File: src/rtl/dmem_arb_pkg.sv
// Shared types and constants for the data-RAM arbiter.
package dmem_arb_pkg;
  typedef enum logic [1:0] {IDLE, ACCESS, WRITE, RESP} state_t;

  localparam logic [3:0] STRB_FULL = 4'b1111;
  localparam logic [3:0] STRB_NONE = 4'b0000;

  localparam logic PORT_CPU = 1'b0;
  localparam logic PORT_LDR = 1'b1;
endpackage

File: src/rtl/dmem_arbiter_if.sv
// Requester and RAM pins of the data-RAM arbiter; slave = arbiter side, master = requesters + RAM.
interface dmem_arbiter_if #(parameter int ADDR_W = 32);
  logic              req0_i, req1_i;
  logic              we0_i, we1_i;
  logic [ADDR_W-1:0] addr0_i, addr1_i;
  logic [31:0]       wdata0_i, wdata1_i;
  logic [3:0]        wstrb0_i, wstrb1_i;
  logic              ack0_o, ack1_o;
  logic [31:0]       rdata_o;
  logic              busy_o;
  logic              ram_we_o;
  logic [ADDR_W-1:0] ram_addr_o;
  logic [31:0]       ram_din_o;
  logic [31:0]       ram_dout_i;

  modport slave (
    input  req0_i, req1_i, we0_i, we1_i, addr0_i, addr1_i,
           wdata0_i, wdata1_i, wstrb0_i, wstrb1_i, ram_dout_i,
    output ack0_o, ack1_o, rdata_o, busy_o, ram_we_o, ram_addr_o, ram_din_o
  );

  modport master (
    output req0_i, req1_i, we0_i, we1_i, addr0_i, addr1_i,
           wdata0_i, wdata1_i, wstrb0_i, wstrb1_i, ram_dout_i,
    input  ack0_o, ack1_o, rdata_o, busy_o, ram_we_o, ram_addr_o, ram_din_o
  );
endinterface

File: src/rtl/dmem_byte_merge.sv
// Byte-lane merge: strobed lanes from the new word, the rest from the old word.
module dmem_byte_merge
  import dmem_arb_pkg::*;
(
  input  logic [31:0] old_word,
  input  logic [31:0] new_word,
  input  logic [3:0]  wstrb,
  output logic [31:0] merged
);
  for (genvar i = 0; i < 4; i++) begin : g_lane
    assign merged[8*i +: 8] = wstrb[i] ? new_word[8*i +: 8] : old_word[8*i +: 8];
  end
endmodule

File: src/rtl/dmem_arbiter.sv
// Round-robin two-port arbiter in front of the word-wide data RAM.
// DMEM_ARB_RMW_EN enables byte-lane stores via a read-modify-write pass.
module dmem_arbiter
  import dmem_arb_pkg::*;
#(
  parameter int ADDR_W = 32
) (
  input logic           clk,
  input logic           rst_n,
  dmem_arbiter_if.slave bus
);
  state_t            state_q, state_d;
  logic              last_grant_q, port_q, we_q;
  logic [ADDR_W-1:0] addr_q;
  logic [31:0]       wdata_q, rdata_q;
  logic              any_req, grant, latch;
  logic              wr_full, wr_part;
  logic              ram_we, ack0, ack1;

  assign any_req = bus.req0_i | bus.req1_i;
  // On a tie the port not served last wins; a lone requester always wins.
  assign grant   = (bus.req0_i & bus.req1_i) ? ~last_grant_q : bus.req1_i;
  assign latch   = (state_q == IDLE) & any_req;

`ifdef DMEM_ARB_RMW_EN
  logic [3:0]  wstrb_q;
  logic [31:0] merge_q, merged;

  dmem_byte_merge u_merge (
    .old_word (bus.ram_dout_i),
    .new_word (wdata_q),
    .wstrb    (wstrb_q),
    .merged   (merged)
  );

  always_ff @(posedge clk) begin
    if (!rst_n) begin
      wstrb_q <= STRB_NONE;
      merge_q <= '0;
    end else begin
      if (latch) wstrb_q <= grant ? bus.wstrb1_i : bus.wstrb0_i;
      if (state_q == ACCESS && wr_part) merge_q <= merged;
    end
  end

  // A null strobe completes without touching the RAM.
  assign wr_full = we_q & (wstrb_q == STRB_FULL);
  assign wr_part = we_q & (wstrb_q != STRB_FULL) & (wstrb_q != STRB_NONE);
  assign bus.ram_din_o = (state_q == WRITE) ? merge_q : wdata_q;
`else
  logic unused_strb;
  assign unused_strb   = ^{bus.wstrb0_i, bus.wstrb1_i};
  assign wr_full       = we_q;
  assign wr_part       = 1'b0;
  assign bus.ram_din_o = wdata_q;
`endif

  always_ff @(posedge clk) begin
    if (!rst_n) state_q <= IDLE;
    else        state_q <= state_d;
  end

  always_comb begin
    state_d = state_q;
    case (state_q)
      IDLE:    if (any_req) state_d = ACCESS;
      ACCESS:  state_d = wr_part ? WRITE : RESP;
`ifdef DMEM_ARB_RMW_EN
      WRITE:   state_d = RESP;
`endif
      RESP:    state_d = IDLE;
      default: state_d = IDLE;
    endcase
  end

  always_comb begin
    ram_we = 1'b0;
    ack0   = 1'b0;
    ack1   = 1'b0;
    case (state_q)
      ACCESS:  ram_we = wr_full;
`ifdef DMEM_ARB_RMW_EN
      WRITE:   ram_we = 1'b1;
`endif
      RESP: begin
        ack0 = (port_q == PORT_CPU);
        ack1 = (port_q == PORT_LDR);
      end
      default: ;
    endcase
  end

  always_ff @(posedge clk) begin
    if (!rst_n) begin
      last_grant_q <= PORT_LDR;
      port_q       <= PORT_CPU;
      we_q         <= 1'b0;
      addr_q       <= '0;
      wdata_q      <= '0;
      rdata_q      <= '0;
    end else begin
      if (latch) begin
        port_q  <= grant;
        we_q    <= grant ? bus.we1_i    : bus.we0_i;
        addr_q  <= grant ? bus.addr1_i  : bus.addr0_i;
        wdata_q <= grant ? bus.wdata1_i : bus.wdata0_i;
      end
      if (state_q == ACCESS && !we_q) rdata_q <= bus.ram_dout_i;
      if (state_q == RESP) last_grant_q <= port_q;
    end
  end

  // Reset abandons the transaction: no RAM write or ack in the reset cycle.
  assign bus.ram_we_o   = ram_we & rst_n;
  assign bus.ack0_o     = ack0 & rst_n;
  assign bus.ack1_o     = ack1 & rst_n;
  assign bus.busy_o     = (state_q != IDLE);
  assign bus.ram_addr_o = addr_q;
  assign bus.rdata_o    = rdata_q;
endmodule

File: src/flat_wrapper.sv
// flat-port wrapper written by rule: the top's interface ports become plain ports
module dmem_arbiter_flat import dmem_arb_pkg::*;
#(
  parameter int ADDR_W = 32
)
  (clk, rst_n, bus_req0_i, bus_req1_i, bus_we0_i, bus_we1_i, bus_addr0_i, bus_addr1_i, bus_wdata0_i, bus_wdata1_i, bus_wstrb0_i, bus_wstrb1_i, bus_ram_dout_i, bus_ack0_o, bus_ack1_o, bus_rdata_o, bus_busy_o, bus_ram_we_o, bus_ram_addr_o, bus_ram_din_o);
  dmem_arbiter_if #(.ADDR_W(ADDR_W)) bus_i ();
  input logic clk;
  input logic rst_n;
  input wire logic [$bits(bus_i.req0_i)-1:0] bus_req0_i;
  input wire logic [$bits(bus_i.req1_i)-1:0] bus_req1_i;
  input wire logic [$bits(bus_i.we0_i)-1:0] bus_we0_i;
  input wire logic [$bits(bus_i.we1_i)-1:0] bus_we1_i;
  input wire logic [$bits(bus_i.addr0_i)-1:0] bus_addr0_i;
  input wire logic [$bits(bus_i.addr1_i)-1:0] bus_addr1_i;
  input wire logic [$bits(bus_i.wdata0_i)-1:0] bus_wdata0_i;
  input wire logic [$bits(bus_i.wdata1_i)-1:0] bus_wdata1_i;
  input wire logic [$bits(bus_i.wstrb0_i)-1:0] bus_wstrb0_i;
  input wire logic [$bits(bus_i.wstrb1_i)-1:0] bus_wstrb1_i;
  input wire logic [$bits(bus_i.ram_dout_i)-1:0] bus_ram_dout_i;
  output wire logic [$bits(bus_i.ack0_o)-1:0] bus_ack0_o;
  output wire logic [$bits(bus_i.ack1_o)-1:0] bus_ack1_o;
  output wire logic [$bits(bus_i.rdata_o)-1:0] bus_rdata_o;
  output wire logic [$bits(bus_i.busy_o)-1:0] bus_busy_o;
  output wire logic [$bits(bus_i.ram_we_o)-1:0] bus_ram_we_o;
  output wire logic [$bits(bus_i.ram_addr_o)-1:0] bus_ram_addr_o;
  output wire logic [$bits(bus_i.ram_din_o)-1:0] bus_ram_din_o;
  assign bus_i.req0_i = bus_req0_i;
  assign bus_i.req1_i = bus_req1_i;
  assign bus_i.we0_i = bus_we0_i;
  assign bus_i.we1_i = bus_we1_i;
  assign bus_i.addr0_i = bus_addr0_i;
  assign bus_i.addr1_i = bus_addr1_i;
  assign bus_i.wdata0_i = bus_wdata0_i;
  assign bus_i.wdata1_i = bus_wdata1_i;
  assign bus_i.wstrb0_i = bus_wstrb0_i;
  assign bus_i.wstrb1_i = bus_wstrb1_i;
  assign bus_i.ram_dout_i = bus_ram_dout_i;
  assign bus_ack0_o = bus_i.ack0_o;
  assign bus_ack1_o = bus_i.ack1_o;
  assign bus_rdata_o = bus_i.rdata_o;
  assign bus_busy_o = bus_i.busy_o;
  assign bus_ram_we_o = bus_i.ram_we_o;
  assign bus_ram_addr_o = bus_i.ram_addr_o;
  assign bus_ram_din_o = bus_i.ram_din_o;
  dmem_arbiter #(.ADDR_W(ADDR_W)) u_core (.clk(clk), .rst_n(rst_n), .bus(bus_i));
endmodule
File: config.mk
export PLATFORM = sky130hd
export DESIGN_NAME = dmem_arbiter_flat
export DESIGN_NICKNAME = d
export VERILOG_FILES = /design/src/rtl/dmem_arb_pkg.sv /design/src/rtl/dmem_arbiter_if.sv /design/src/rtl/dmem_byte_merge.sv /design/src/rtl/dmem_arbiter.sv /design/src/flat_wrapper.sv
export SDC_FILE = /design/constraint.sdc
export NUM_CORES = 1
export LEC_CHECK = 0
export CORE_MARGIN = 5
export CORE_UTILIZATION = 38
export CTS_CLUSTER_SIZE = 30
export DETAILED_ROUTE_END_ITERATION = 10
export PLACE_DENSITY = 0.93
export SYNTH_ARGS = -nofsm -noshare
export SYNTH_HDL_FRONTEND = slang
export SYNTH_SLANG_ARGS = --single-unit
export TNS_END_PERCENT = 100
File: constraint.sdc
create_clock -name clk -period 1.64 [get_ports clk]
set_input_delay 0.164 -clock clk [delete_from_list [all_inputs] [get_ports clk]]
set_output_delay 0.164 -clock clk [all_outputs]
set_load 0.03 [all_outputs]
# Word-level counts from Yosys, hierarchy flattened
# Cells that the tools add are included.
# word_totals
regBits	101
inputBits	174
out_inout_bits	100
word_cells	31
# op_classes
eq_ne	3
mux	9
bitwise_logic	8
n_reduce_logical	4
# op_table
operator	n
two-way mux 32 bit	2
AND 1 bit	5
two-way mux 1 bit	5
one-hot mux 2 bit (2 select lines)	1
equality test 2 x 1 -> 1 bit (second input constant)	1
equality test 2 bit (second input constant)	1
logical NOT 2 bit	1
two-way mux 2 bit	1
!= test 2 x 1 -> 1 bit (second input constant)	1
inverter 1 bit	2
nonzero test 2 bit	1
logical AND 1 bit	1
logical NOT 1 bit	1
bitwise OR 1 bit	1

# Longest topological paths before layout
# logic_depth
ltp_word	3
mapped_depth	6
ltp_nobuf	3

# Worst setup path after synthesis
# No wires, ideal clock.
# synth_timing
path_type	reg-to-reg
startpoint	register u_core.state_q[1]
endpoint	register u_core.rdata_q[11] (netlist: u_core.bus.rdata_o[11])
setup_time_ns	0.140
t_arrival_ns	1.195
t_required_ns	1.500
path_slack_ns	0.305
path_stages_with_launch	7
path_buffers	3
period_less_slack_ns	1.335
path_cell_list	dfxtp_1 buf_2 or3b_1 clkbuf_1 buf_2 nand2_1 a21oi_1
# synth_via
elab_chain_len	2
# synth_rtl
item	line_no	source
start: declaration	dmem_arbiter.sv:12	state_t state_q, state_d;
start signal: assignment	dmem_arbiter.sv:60	else state_q <= state_d;
equality test 2 x 1 -> 1 bit	dmem_arbiter.sv:108	if (state_q == ACCESS && !we_q) rdata_q <= bus.ram_dout_i;
logical AND 1 bit	dmem_arbiter.sv:108	
end signal: assignment	dmem_arbiter.sv:108	
end: declaration	dmem_arbiter.sv:15	logic [31:0] wdata_q, rdata_q;
# Every way passes these cells.
# A chain may end at the register's enable or synchronous reset.

# Worst setup path after layout
# layout_timing
startpoint	register u_core.wdata_q[2] (netlist: u_core.bus.ram_din_o[2])
endpoint	output bus_ram_din_o[2]
# layout_lines
item	line_no	source
start: declaration	dmem_arbiter.sv:15	
start signal: assignment	dmem_arbiter.sv:106	wdata_q <= grant ? bus.wdata1_i : bus.wdata0_i;
end: declaration	flat_wrapper.sv:27	output wire logic [$bits(bus_i.ram_din_o)-1:0] bus_ram_din_o;
# No word-level cell between the ends.

==> run summary <==
largest stage delay on the critical path: 0.73 ns
Leak Pwr: 2.80 nW
top-count cell post-synth: nand2_1
register area: 2020 um^2
area occupied by multi-input gates: 2240 um^2
Async SR Flop Fraction: 0
Reg2Reg Depth: 4
Routed WL per cell: 16.8 um
critical path peak fanout: 2
vias in the first global route: 4741
Die X-Extent: 119 um
launch point of the worst reg-to-reg path: u_core.state_q[0]$_SDFFE_PN0P_
fin crit period: 1.56 ns
hold depth: 3
P_sw: 2.26 mW
adder-cell area share of the yosys netlist: 0
CTS Buf Count: 9
Final ANT Viol Nets: 0
Synth area leaders: dfxtp_1 44%, a311oi_2 17%, nand2_1 16%
Internal Pwr Total: 4.98 mW
maximum vdd drop: 0.000452 V
# diodes: 0
PortBufs: 265
synth-to-layout area growth: 68.9%
# H-tree levels: 3
proportion of netlist area held by the largest area contributor: 0.444
clock sinks: 101
Worst Path Arrival: 1.40 ns
Synthesized Nets: 708
I/O Pins: 274
DR iter-0 viols: 269
Yosys warning total: 0
largest net degree at the start of global routing: 53
Slowest-stage cell, CP: clkdlybuf4s50_1
CP startpoint kind: flip-flop
final net count: 950
Layout Skew: 0.00795 ns
worst setup path class: reg -> out
Rel. slew slack: 0.732
Core Rows: 40
post-synthesis mux area share: 0
Root Driver: clkbuf_16
syn avg cell area: 8.52 um^2
Synth Flop Type: dfxtp_1
antenna violations before repair: 1
delay-heaviest family, CP: buffers and inverters
#FFs+latches synth: 101
final non-filler cell total: 928
Sw Ratio: 0.312
Layout fillers: 932
Slew Viols, Final: 0
first-pass GRT wire length: 23600 um
Final HPWL DP: 11600 um
unrepaired setup endpoints after global routing: no
Hold Path End: u_core.bus.rdata_o[15]$_SDFFE_PN0P_
Slew @ Worst Pin: 0.402 ns
Reg clk slew, reported paths: 0.07 ns
Synth cell types: 26
final non-filler cell area: 7680 um^2
worst path cell trace: clkdlybuf4s50_1
combinational power share: 0.321
GP Congestion: 0.787
complex-gate fraction of the synthesized area: 0.310
DRC Markers: 0
drt first pass iters: 4
Worst Path Required: 1.48 ns
CP Capture Type: output pin
Power Density: 942 nW/um^2
Fin. Hold Viols: 0
sequential fraction of the synthesis area: 0.444
Total Power: 7.24 mW
via count: 4805
Initial Utilization: 0.384
combinational family with the most area after synthesis: compound AO/OA/AOI/OAI gates
Clk pwr share: 0.289
portion of total power attributed to sequential cells: 0.390
Post-DP Area: 7400 um^2
die height: 119 um
Hold Crit Start: bus_ram_dout_i[15]
fin util: 0.648
Core ar.: 11900 um^2
CTS max path bufs: 2
overall global routing resource usage: 0.206
Die Area: 14300 um^2
simple-gate portion of the synthesized area: 0.181
worst reg2reg setup slack: 0.20 ns
max-cap viol count: 0
Post-synth EDFFs: 0
dpl cells: 912
Post-Synthesis Cells: 534
CTS tree: done
final setup vio count: 0
Routed WL: 15600 um
Tcrit/Tclk final: 0.953
status: finished clean
Bufs and invs on worst path: 1
type of the most critical hold path: in -> reg
Post-Synth XOR/XNOR Area: 0
share of cells above drive strength 1: 0.120
synthesized cell area: 4550 um^2
R2R Path End: u_core.bus.ram_addr_o[27]$_SDFFE_PN0P_
grt ovf: 0
worst skew pair latency: 0.34 ns
fmax: 0.640 GHz
DR vias/cell: 5.18
largest area contributor in the netlist: dfxtp_1
top post-synthesis cells by count: 197 x nand2_1, 101 x dfxtp_1, 98 x a21oi_1
Post-CTS Setup Bufs: 0
stage by stage:
stage	TNS [ns]	setup slack [ns]	hold slack [ns]
6_report	0	0.0767	0.370
5_1_grt	0	0.0256	0.361
4_1_cts	0	0.0000561	0.361
3_5_place_dp	-3.32	-0.125	0.446
3_3_place_gp	-1.49	-0.0484	0.441
2_1_floorplan	0	0.305	0.253
layout by cell type, fill, tap and decap left out, types with 2 or more instances in the layout:
master and instances:
nor2_1 3, buf_12 11, clkdlybuf4s50_1 261, clkbuf_16 9, a311oi_2 50, buf_4 12, a21oi_1 98, dfxtp_1 100
a311oi_1 15, clkinv_2 2, inv_1 2, clkbuf_1 3, nand2_1 197
power by group through the flow:
stage / Combinational, mW / Clock (mW) / Sequential, mW
final: 2.32 / 2.09 / 2.82
after global routing: 2.46 / 2.24 / 2.85
after CTS: 2.34 / 2.13 / 2.82
after detailed placement: 2.34 / 0 / 2.87
after global placement: 2.31 / 0 / 2.86
after floorplan: 0.809 / 0 / 3.30
flip-flops by register name, indices dropped and copies added (netlist names):
| signal | count |
|---|---|
| u_core.bus.ram_addr_o | 32 |
| u_core.bus.ram_din_o | 32 |
| u_core.bus.rdata_o | 32 |
| u_core.last_grant_q | 1 |
| u_core.port_q | 1 |
| u_core.state_q | 2 |
| u_core.we_q | 1 |
metal layers:
layer  vias to the layer above  wire, um  share of wire  GRT usage
met1                      2208      5900           0.38      0.215
li1                       2351         -              -          -
met5                         -        11        0.00070          0
met4                         2       413          0.026     0.0716
met3                        30      1470          0.094     0.0788
met2                       214      7810           0.50      0.377
how the worst max path moves through the flow:
stage	start	endpoint	slack [ns]	cells past startpoint
2_1_floorplan	u_core.state_q[1]$_SDFFE_PN0P_	u_core.bus.rdata_o[11]$_SDFFE_PN0P_	0.30	6
3_3_place_gp	bus_req0_i	u_core.bus.ram_din_o[0]$_SDFFE_PN0P_	-0.05	5
3_5_place_dp	bus_req0_i	u_core.bus.ram_addr_o[27]$_SDFFE_PN0P_	-0.13	5
4_1_cts	u_core.state_q[1]$_SDFFE_PN0P_	bus_ack0_o	0.00006	4
5_1_grt	u_core.state_q[0]$_SDFFE_PN0P_	bus_ram_we_o	0.03	3
6_report	u_core.bus.ram_din_o[2]$_SDFFE_PN0P_	bus_ram_din_o[2]	0.08	1
what timing repair did:
action	4_1_cts	5_1_grt
setup endpoints to repair	1	3
resized for setup	1	1
hold buffers	0	0
cell type report:
cell class,instances,area share
clock inverters,4,0.00635
inverters,3,0.00179
flip-flops and latches,101,0.263
multi-input cells,376,0.292
well taps,147,0.0239
repair buffers,285,0.382
clock buffers,12,0.0308
logic make-up after synthesis:
family,after synthesis
DFF,101
AOI/OAI and AO/OA,167
buffers and inverters,57
and+or+nand+nor,209
worst reg2reg max path: stages, from the launching register on:
cell      delay [ns]
dfxtp_1         0.38
nor2_4          0.18
buf_4           0.36
a21oi_1         0.19
a311oi_2        0.26
(Power assumes the default switching activity.)
==> RTL edit: new RTL, config.mk and constraints unchanged <==
The 4 states of `state_t` get a Gray code encoding in 2 bits.
--- a/src/rtl/dmem_arb_pkg.sv
+++ b/src/rtl/dmem_arb_pkg.sv
@@ -1,6 +1,6 @@
 // Shared types and constants for the data-RAM arbiter.
 package dmem_arb_pkg;
-  typedef enum logic [1:0] {IDLE, ACCESS, WRITE, RESP} state_t;
+  typedef enum logic [1:0] {IDLE = 2'b00, ACCESS = 2'b01, WRITE = 2'b11, RESP = 2'b10} state_t;
 
   localparam logic [3:0] STRB_FULL = 4'b1111;
   localparam logic [3:0] STRB_NONE = 4'b0000;
Function: same outputs for any inputs over 4 cycles, from zero or initial values and one cycle with rst_n low; so few cycles prove little.
==> RTL edit against the original RTL <==
Count of clock-buffer cells in the layout fell by 1; design area is essentially flat; non-clock buffer count down 3; setup slack worse by 0.0037 ns; total power decreased by 0.71%; sequential cell count unchanged; wire length decreased by 3.5%; synthesized area rose by 0.28%; critical endpoint is now bus_ram_addr_o[29].
==> RTL edit: results (changes against the original RTL) <==
Parameter                              Value

Global routing
  Fraction of met1 tracks used by global routing ... 21.5% (about the same)
  Global-route wire length before repair ... 23.3 mm (-1.3%)
  Met3 track demand over resource in global routing ... 7.92% (+0.035 points)
  Met2 track demand over resource ... 36.7% (-0.93 points)
  GRT Resource Usage Total ... 20.1% (-0.52 points)
  Vias in the first global route ... 4686 (-1.2%)
  Antenna violations before repair ... 0 (-1)
  Maximum number of pins on one net before global-route repair ... 67 (+26%)

Synth
  Syn Nets ... 705 (-0.42%)
  Largest cells by area after synthesis ... dfxtp_1 (44%), a311oi_2 (16%), nand2_1 (16%)
  Async S/R FF share, synth ... 0% (unchanged)
  Most numerous cell types in the synthesized netlist ... nand2_1 (196), dfxtp_1 (101), a21oi_1 (98)
  Sequential share of the synthesized area ... 44.3% (-0.12 points)

Finish
  Layout cell share with drive strength beyond 1 ... 12.2% (+0.19 points)
  Antenna diodes ... 0 (unchanged)
  Post-layout nets ... 946 (-0.42%)

Placed design
  Dpl ws ... -0.0604 ns (+0.0650 ns)
  Port Buffer Count ... 265 (unchanged)
  GPL Wtd Cong ... 0.782 (-0.62%)
  Post-detailed-placement half-perimeter wirelength ... 11.1 mm (-4.6%)

STA
  Slew at the pin with the worst max-slew slack ... 0.355 ns (-0.0476 ns)
  Post-route clock skew ... 0.00625 ns (-0.00170 ns)

Drt
  Detailed-routed wire length on met3 ... 1.52 mm (+3.7%)
  Sum of routed wire length over all layers ... 15.1 mm (-3.5%)
  Routed via count ... 4771 (-0.71%)
  Violation count after the first detailed-route iteration ... 284 (+5.6%)
  Routed metal-1 wirelength ... 5.67 mm (-3.9%)
  Total iterations of the first detailed-routing run ... 5 (+1)
  Uppermost metal layer occupied by signal nets ... met4
  Routed met2 length ... 7.57 mm (-3.1%)

Worst setup path
  Cell class contributing the biggest share of worst-path delay ... buffers and inverters
  Critical Path Source ... u_core.bus.ram_addr_o[29]$_SDFFE_PN0P_
  Slowest cell delay on critical path ... 0.71 ns (-0.02 ns)
  Launch instance of the worst register-to-register path ... u_core.state_q[0]$_SDFFE_PN0P_

CTS
  CTS-repair resized insts ... 4 (+3)
  Depth of the CTS H-tree ... 3 (unchanged)
  Longest Clk Path Bufs ... 2 (unchanged)
  Latest clock arrival within the worst-skew pair ... 0.33 ns
  Clk pin slew, worst setup/hold paths ... 0.07 ns (about the same)
  Root Buffer ... clkbuf_16

Pwr
  Leakage power ... 0.00280 µW (about the same)
  Maximum ir drop on the vdd rail ... 0.000419 V (-7.2%)

Min path
  Startpoint of the lowest-slack hold path ... bus_ram_dout_i[14]

Run status
  Status ... complete, no violations
## RTL edit: path summary, 6_finish.rpt
| check | slack (ns) | end | cells past startpoint |
|---|---|---|---|
| worst max-delay path | 0.07 | bus_ram_addr_o[29] | 1 |
| worst min-delay path | 0.38 | u_core.bus.rdata_o[14]$_SDFFE_PN0P_ | 3 |
| worst max register to register | 0.24 | u_core.bus.rdata_o[12]$_SDFFE_PN0P_ | 5 |
| worst min register to register | 0.45 | u_core.bus.rdata_o[3]$_SDFFE_PN0P_ | 2 |
## RTL edit: per-stage QoR
stage	util, %	cells	total power (µW)
floorplan	-	531	4180
global placement	62.1	908	5220
detailed placement	62.1	908	5270
CTS	64.5	924	7260
global route	64.5	924	7550
finish	64.5	924	7190
## RTL edit: area by class of cell
cell class	count	area [µm²]
Fill cell	979	4220
Timing Repair Buffer	282	2930
Multi-Input combinational cell	376	2260
Sequential cell	101	2020
Clock buffer	11	243
Tap cell	147	184
Clock inverter	5	35.0
Inverter	2	10.0
## RTL edit: kinds of logic (layout without fill, tap and decap cells)
logic type / after synthesis / count (layout) / synth area share [%]
AOI/OAI and AO/OA: 166 / 166 / 30.5
buffers and inverters: 54 / 300 / 7.02
DFF: 101 / 101 / 44.3
muxes: 1 / 1 / 0.219
and+or+nand+nor: 209 / 209 / 17.9
## RTL edit: worst reg2reg max path, stage by stage (launching register included)
cell	delay [ns]
dfxtp_1	0.37
buf_4	0.15
or3b_1	0.34
buf_4	0.24
nand2_1	0.13
a21oi_1	0.07
## RTL edit: where the power goes
part | total [µW] | switching, µW | internal (µW)
Clock | 1990 | 913 | 1070
Sequential | 2830 | 130 | 2700
Combinational | 2370 | 1250 | 1130
